<file path="src/rtl/round_encrypt_decrypt_if.sv">
// Request/response bundle for the single-round SPECK128 engine.
// Latency: none (wires only).
// Backpressure: none; the requester watches state_response/finished before restarting.
//
// Signals:
//   signal_start   start request, sampled by the engine only while idle
//   mode           0 = encrypt, 1 = decrypt (latched with start)
//   subkey         64-bit round key (latched with start)
//   data_in        128-bit block {x, y} (latched with start)
//   data_out       128-bit registered result {x, y}
//   finished       one-cycle completion pulse
//   state_response current FSM state code
interface round_encrypt_decrypt_if;
  logic         signal_start;
  logic         mode;
  logic [63:0]  subkey;
  logic [127:0] data_in;
  logic [127:0] data_out;
  logic         finished;
  logic [3:0]   state_response;

  // The requester (round sequencer or bench) drives the request side.
  modport master (
    output signal_start, mode, subkey, data_in,
    input  data_out, finished, state_response
  );

  // The round engine consumes the request and produces the result.
  modport slave (
    input  signal_start, mode, subkey, data_in,
    output data_out, finished, state_response
  );
endinterface

</file>
<file path="src/rtl/round_encrypt_decrypt.sv">
// One SPECK128 round (alpha=8, beta=3): encrypt, or decrypt when ROUND_DECRYPT_EN is defined.
// Latency: 4 edges from accepted start to data_out/finished; one round per 5 cycles.
// Backpressure: none; start is only sampled in IDLE and ignored in every other state.
//
// Ports:
//   clk    rising-edge clock
//   reset  synchronous, active-high
//   bus    round_encrypt_decrypt_if.slave (start/mode/subkey/data_in in,
//          data_out/finished/state_response out)
// Build option: ROUND_DECRYPT_EN compiles in the decrypt path; without it mode is
// ignored and every round encrypts, with identical state sequence and timing.
module round_encrypt_decrypt (
  input  logic                    clk,
  input  logic                    reset,
  round_encrypt_decrypt_if.slave  bus
);

  typedef enum logic [3:0] {
    IDLE = 4'd0,
    S1   = 4'd1,
    S2   = 4'd2,
    S3   = 4'd3,
    DONE = 4'd4
  } state_t;

  state_t       state_q, state_d;
  logic [63:0]  x_q, x_d;
  logic [63:0]  y_q, y_d;
  logic [63:0]  k_q, k_d;
  logic [127:0] dout_q, dout_d;
  logic         fin_q, fin_d;

`ifdef ROUND_DECRYPT_EN
  logic         mode_q, mode_d;
`else
  // Encrypt-only build: mode is accepted on the bus but has no effect.
  logic         mode_unused;
  assign mode_unused = bus.mode;
`endif

  // Fixed rotations of the 64-bit words.
  function automatic logic [63:0] ror8(input logic [63:0] v);
    return {v[7:0], v[63:8]};
  endfunction

  function automatic logic [63:0] rol3(input logic [63:0] v);
    return {v[60:0], v[63:61]};
  endfunction

`ifdef ROUND_DECRYPT_EN
  function automatic logic [63:0] rol8(input logic [63:0] v);
    return {v[55:0], v[63:56]};
  endfunction

  function automatic logic [63:0] ror3(input logic [63:0] v);
    return {v[2:0], v[63:3]};
  endfunction
`endif

  always_ff @(posedge clk) begin
    if (reset) begin
      state_q <= IDLE;
      x_q     <= '0;
      y_q     <= '0;
      k_q     <= '0;
      dout_q  <= '0;
      fin_q   <= 1'b0;
`ifdef ROUND_DECRYPT_EN
      mode_q  <= 1'b0;
`endif
    end else begin
      state_q <= state_d;
      x_q     <= x_d;
      y_q     <= y_d;
      k_q     <= k_d;
      dout_q  <= dout_d;
      fin_q   <= fin_d;
`ifdef ROUND_DECRYPT_EN
      mode_q  <= mode_d;
`endif
    end
  end

  // Next-state and datapath. Every register holds by default; finished is a
  // pulse, so it defaults low and is raised only on the S3 edge.
  always_comb begin
    logic [63:0] y_new;
    logic [63:0] x_new;

    state_d = state_q;
    x_d     = x_q;
    y_d     = y_q;
    k_d     = k_q;
    dout_d  = dout_q;
    fin_d   = 1'b0;
    y_new   = '0;
    x_new   = '0;
`ifdef ROUND_DECRYPT_EN
    mode_d  = mode_q;
`endif

    case (state_q)
      IDLE: begin
        if (bus.signal_start) begin
          x_d     = bus.data_in[127:64];
          y_d     = bus.data_in[63:0];
          k_d     = bus.subkey;
`ifdef ROUND_DECRYPT_EN
          mode_d  = bus.mode;
`endif
          state_d = S1;
        end
      end

      S1: begin
`ifdef ROUND_DECRYPT_EN
        if (mode_q) begin
          y_d = ror3(y_q ^ x_q);
        end else begin
          x_d = ror8(x_q) + y_q;
        end
`else
        x_d = ror8(x_q) + y_q;
`endif
        state_d = S2;
      end

      // Key mixing is identical in both directions.
      S2: begin
        x_d     = x_q ^ k_q;
        state_d = S3;
      end

      S3: begin
`ifdef ROUND_DECRYPT_EN
        if (mode_q) begin
          x_new  = rol8(x_q - y_q);
          x_d    = x_new;
          dout_d = {x_new, y_q};
        end else begin
          y_new  = rol3(y_q) ^ x_q;
          y_d    = y_new;
          dout_d = {x_q, y_new};
        end
`else
        y_new  = rol3(y_q) ^ x_q;
        y_d    = y_new;
        dout_d = {x_q, y_new};
`endif
        fin_d   = 1'b1;
        state_d = DONE;
      end

      DONE: begin
        state_d = IDLE;
      end

      // Unused codes fall back to IDLE on the next edge.
      default: begin
        state_d = IDLE;
      end
    endcase
  end

  assign bus.data_out       = dout_q;
  assign bus.finished       = fin_q;
  assign bus.state_response = state_q;

endmodule

</file>
<file path="src/flat_wrapper.sv">
// flat-port wrapper written by rule: the top's interface ports become plain ports
module round_encrypt_decrypt_flat 
  (clk, reset, bus_signal_start, bus_mode, bus_subkey, bus_data_in, bus_data_out, bus_finished, bus_state_response);
  round_encrypt_decrypt_if bus_i ();
  input  logic clk;
  input  logic reset;
  input wire logic [$bits(bus_i.signal_start)-1:0] bus_signal_start;
  input wire logic [$bits(bus_i.mode)-1:0] bus_mode;
  input wire logic [$bits(bus_i.subkey)-1:0] bus_subkey;
  input wire logic [$bits(bus_i.data_in)-1:0] bus_data_in;
  output wire logic [$bits(bus_i.data_out)-1:0] bus_data_out;
  output wire logic [$bits(bus_i.finished)-1:0] bus_finished;
  output wire logic [$bits(bus_i.state_response)-1:0] bus_state_response;
  assign bus_i.signal_start = bus_signal_start;
  assign bus_i.mode = bus_mode;
  assign bus_i.subkey = bus_subkey;
  assign bus_i.data_in = bus_data_in;
  assign bus_data_out = bus_i.data_out;
  assign bus_finished = bus_i.finished;
  assign bus_state_response = bus_i.state_response;
  round_encrypt_decrypt u_core (.clk(clk), .reset(reset), .bus(bus_i));
endmodule
</file>
<file path="config.mk">
export PLATFORM = sky130hd
export DESIGN_NAME = round_encrypt_decrypt_flat
export DESIGN_NICKNAME = d
export VERILOG_FILES = /design/src/rtl/round_encrypt_decrypt_if.sv /design/src/rtl/round_encrypt_decrypt.sv /design/src/flat_wrapper.sv
export SDC_FILE = /design/constraint.sdc
export NUM_CORES = 1
export LEC_CHECK = 0
export CORE_MARGIN = 1.5
export CORE_UTILIZATION = 50
export DETAILED_ROUTE_END_ITERATION = 7
export PLACE_DENSITY = 0.9
export SYNTH_ARGS = -nofsm -noshare
export SYNTH_HDL_FRONTEND = slang
export SYNTH_SLANG_ARGS = --single-unit
</file>
<file path="constraint.sdc">
create_clock -name clk -period 7.4 [get_ports clk]
set_input_delay 0.74 -clock clk [delete_from_list [all_inputs] [get_ports clk]]
set_output_delay 0.74 -clock clk [all_outputs]
set_load 0.005 [all_outputs]
</file>
==> flow_metrics.tcl <==
set metrics [dict create \
    nets 2555 \
    stdcell_count 2763 \
    fillers 2613 \
    antenna_found_initial 3 \
    coreArea_mm2 0.03287 \
    grt_use_met2 0.5145 \
    hpwl_um 38030 \
    ys_types 62 \
    synth_edf_count 0 \
    synthArstFlopShare 0 \
    fin_setup_tns_ns 0 \
    cts_buffer_depth 3 \
    critPathBufInv 1 \
    grt_pass1_vias 16450 \
    syn_nets 2320 \
    busiest_layer "met2" \
    cp_max_fo 5 \
    grt.overflow.total 0 \
    postCtsSetupRepairBufs 0 \
    finalSetupViolations 0 \
    post-route-min-period_ns 3.578 \
    clk_latency_ns 0.52 \
    grt_use_total 0.3068 \
    cp_num_cells 13 \
    initial_utilization 0.5118 \
    dr.first_iter.drc_count 1582 \
    routedWlPerCell_um 20.04 \
    critical_path.max_stage_delay_ns 0.49 \
    status "complete, no violations" \
    hold_viol 0 \
    required_ns 7.85 \
    cp_data_arrival_time_ns 4.02 \
    drc_errors 0 \
    drt_wl_total_um 55380 \
    min-delay-start "u_core.bus.data_out[72]" \
    holdPathStages 2 \
    cts-buffers-inserted 35 \
    clkSlewWorstSetupHoldPaths_ns 0.06 \
    die-height_um 186.4 \
    slew_headroom 0.3229 \
    yosysMostFrequentCell "nand2_1" \
    r2r-start "u_core.x_q[8]" \
    crit_type "flip-flop to flip-flop" \
    io_buffers 326 \
    synth_cells 2060 \
    final_layout_size_suffix_gt1_frac 0.03408 \
    synth-seq-cells 324 \
    crit_family "compound AO/OA/AOI/OAI gates" \
    route.vias.total 16610 \
    ant_nets 0 \
    use_met3 0.05623 \
    yosysTopAreaCell "dfxtp_1" \
    htree_num_levels 2 \
    cts_sinks 324 \
    rsz0062_at_grt "no" \
    yosys.area.top_type_share 0.3856 \
    grt_pass1_wl_um 87370 \
    viasPerCell 6.011 \
    grt_util_met1 0.3887 \
    syn_area_mm2 0.01682 \
    peakVddDrop_mv 0.1984 \
    slew_viol_final 0 \
    synthFlopType "dfxtp_1" \
    ys_seq_area_frac 0.3856 \
    p_per_area_mw_per_mm2 323.0 \
    gp_congestion 0.9365 \
    holdCritPathClass "flip-flop to flip-flop" \
    cts_tree "done" \
    hold_buffers 0 \
    die_w_um 186.4 \
    end_kind "flip-flop" \
    cap_violations 0 \
    ff2ff_setup_slack_ns 3.82 \
    tightest_slew_ns 1.016 \
    grt_max_degree 129 \
    ys_top_cells_by_count "356 x nand2_1, 336 x a21oi_1, 324 x dfxtp_1" \
    timing.rr.end "u_core.x_q[58]" \
    hold_path_end "u_core.bus.data_out[72]" \
    synth.area.top_cells "dfxtp_1 39%, a21oi_1 10%, nand2_1 7.9%" \
    fin_crit_sh 0.4835 \
    cp_cell_sequence "ha_1 > inv_1 > fa_1 > nor2b_1 > o211ai_1 > a21o_1 > a211oi_1 > nor3_1 > o21bai_1 > a31oi_1 > xnor2_1 > nand2_1 > a21oi_1" \
    power_leakage_nw 7.956 \
    cts_resized 0 \
    syn_to_final_growth_pct 27.07 \
    crit_path_top_delay_cell "a211oi_1" \
    dieArea_mm2 0.03475 \
    syn_avg_cell_area_um2 8.166 \
    drtPass1Iterations 5 \
    rows 66 \
    ctsRootBufferMaster "clkbuf_16" \
    ys_warn_count 0 \
    start_kind "flip-flop" \
    fin_skew_ns 0.01858 \
    io_pins 329 \
    rr_worst_depth 13 \
    placed_cells 2700 \
    fmax_mhz 279.5 \
]
## registers in the layout, indices dropped and copies added (netlist names)
name                       flops
u_core.bus.finished            1
u_core.y_q                    64
u_core.k_q                    64
u_core.bus.state_response      3
u_core.x_q                    64
u_core.bus.data_out          128
## stage by stage
| step | hold slack [ns] | area, µm² | power (mW) | setup WS (ns) | utilization |
|---|---|---|---|---|---|
| global placement | 0.4436 | 20250 | 5.046 | 3.824 | 0.6162 |
| CTS | 0.4559 | 21370 | 6.853 | 3.747 | 0.6501 |
| global route | 0.4786 | 21380 | 7.254 | 3.538 | 0.6504 |
| detailed placement | 0.4482 | 20250 | 5.121 | 3.780 | 0.6162 |
| floorplan | 0.4414 | 16820 | 4.239 | 4.568 | - |
| finish | 0.4557 | 21380 | 6.905 | 3.822 | 0.6504 |
## layout by cell type, fill, tap and decap left out, types with 8 or more instances in the layout
| master | n |
|---|---|
| nand2_1 | 356 |
| a21oi_1 | 336 |
| clkdlybuf4s50_1 | 325 |
| dfxtp_1 | 324 |
| xnor2_1 | 98 |
| o21ai_0 | 93 |
| nor2_1 | 76 |
| xor2_1 | 75 |
| o21a_1 | 69 |
| mux2i_1 | 63 |
| ha_1 | 63 |
| a221oi_1 | 59 |
| a21boi_0 | 44 |
| clkbuf_16 | 37 |
| nand4_1 | 22 |
| inv_1 | 21 |
| a21boi_1 | 20 |
| a21o_1 | 19 |
| nand3_1 | 17 |
| o21ai_1 | 17 |
| buf_4 | 15 |
| a31oi_1 | 14 |
| nor3_1 | 13 |
| o21bai_1 | 13 |
| o22ai_1 | 11 |
| clkbuf_1 | 10 |
| o211ai_1 | 8 |
| a211oi_1 | 8 |
## layout make-up
cell class              count  area (µm²)  area share
multi-input cells        1571        9738      0.4556
repair buffers            342        3397      0.1589
inverters                  21       78.83    0.003688
clock inverters             7       68.82    0.003219
diodes                      3       7.507   0.0003512
well taps                 442       553.0     0.02587
flip-flops and latches    324        6486      0.3034
clock buffers              53        1046     0.04893
## worst max path at each step
stage                    from             end
6_report        u_core.x_q[8]  u_core.x_q[58]
2_1_floorplan  u_core.x_q[22]  u_core.x_q[51]
4_1_cts         u_core.x_q[8]  u_core.x_q[58]
5_1_grt        u_core.x_q[31]  u_core.x_q[61]
3_5_place_dp    u_core.x_q[8]  u_core.x_q[58]
3_3_place_gp    u_core.x_q[8]  u_core.x_q[58]
## worst reg2reg max path, delay by kind of cell, from the launching register on
kind	cells	cell delay (ns)
AO/OA/AOI/OAI	6	1.65
flip-flops	1	0.47
adder cells (fa/ha/maj)	2	0.67
AND/OR/NAND/NOR	3	0.47
XOR/XNOR	1	0.20
buffers and inverters	1	0.07
## logic make-up (layout without fill, tap and decap cells)
family / after synthesis / in the layout / synth area share
simple gates: 533 / 533 / 0.1335
flops: 324 / 324 / 0.3856
buf+inv: 165 / 423 / 0.03756
fa+ha+maj: 64 / 64 / 0.04805
compound gates: 737 / 737 / 0.2675
other cells: 1 / 4 / 0.0002229
mux: 63 / 63 / 0.03749
xor+xnor: 173 / 173 / 0.09007
## layer usage
layer,vias up,wire [µm]
met2,805,26520
met3,150,4447
li1,7776,-
met5,-,0
met4,0,1849
met1,7878,22560
## power by group
group	internal, mW	leakage, nW	switching (mW)
registers	2.06	2.65	0.465
logic	1.13	4.76	1.52
clock network	1.01	0.541	0.715
total	4.20	7.96	2.70
Power figures use the tool's default switching activity.
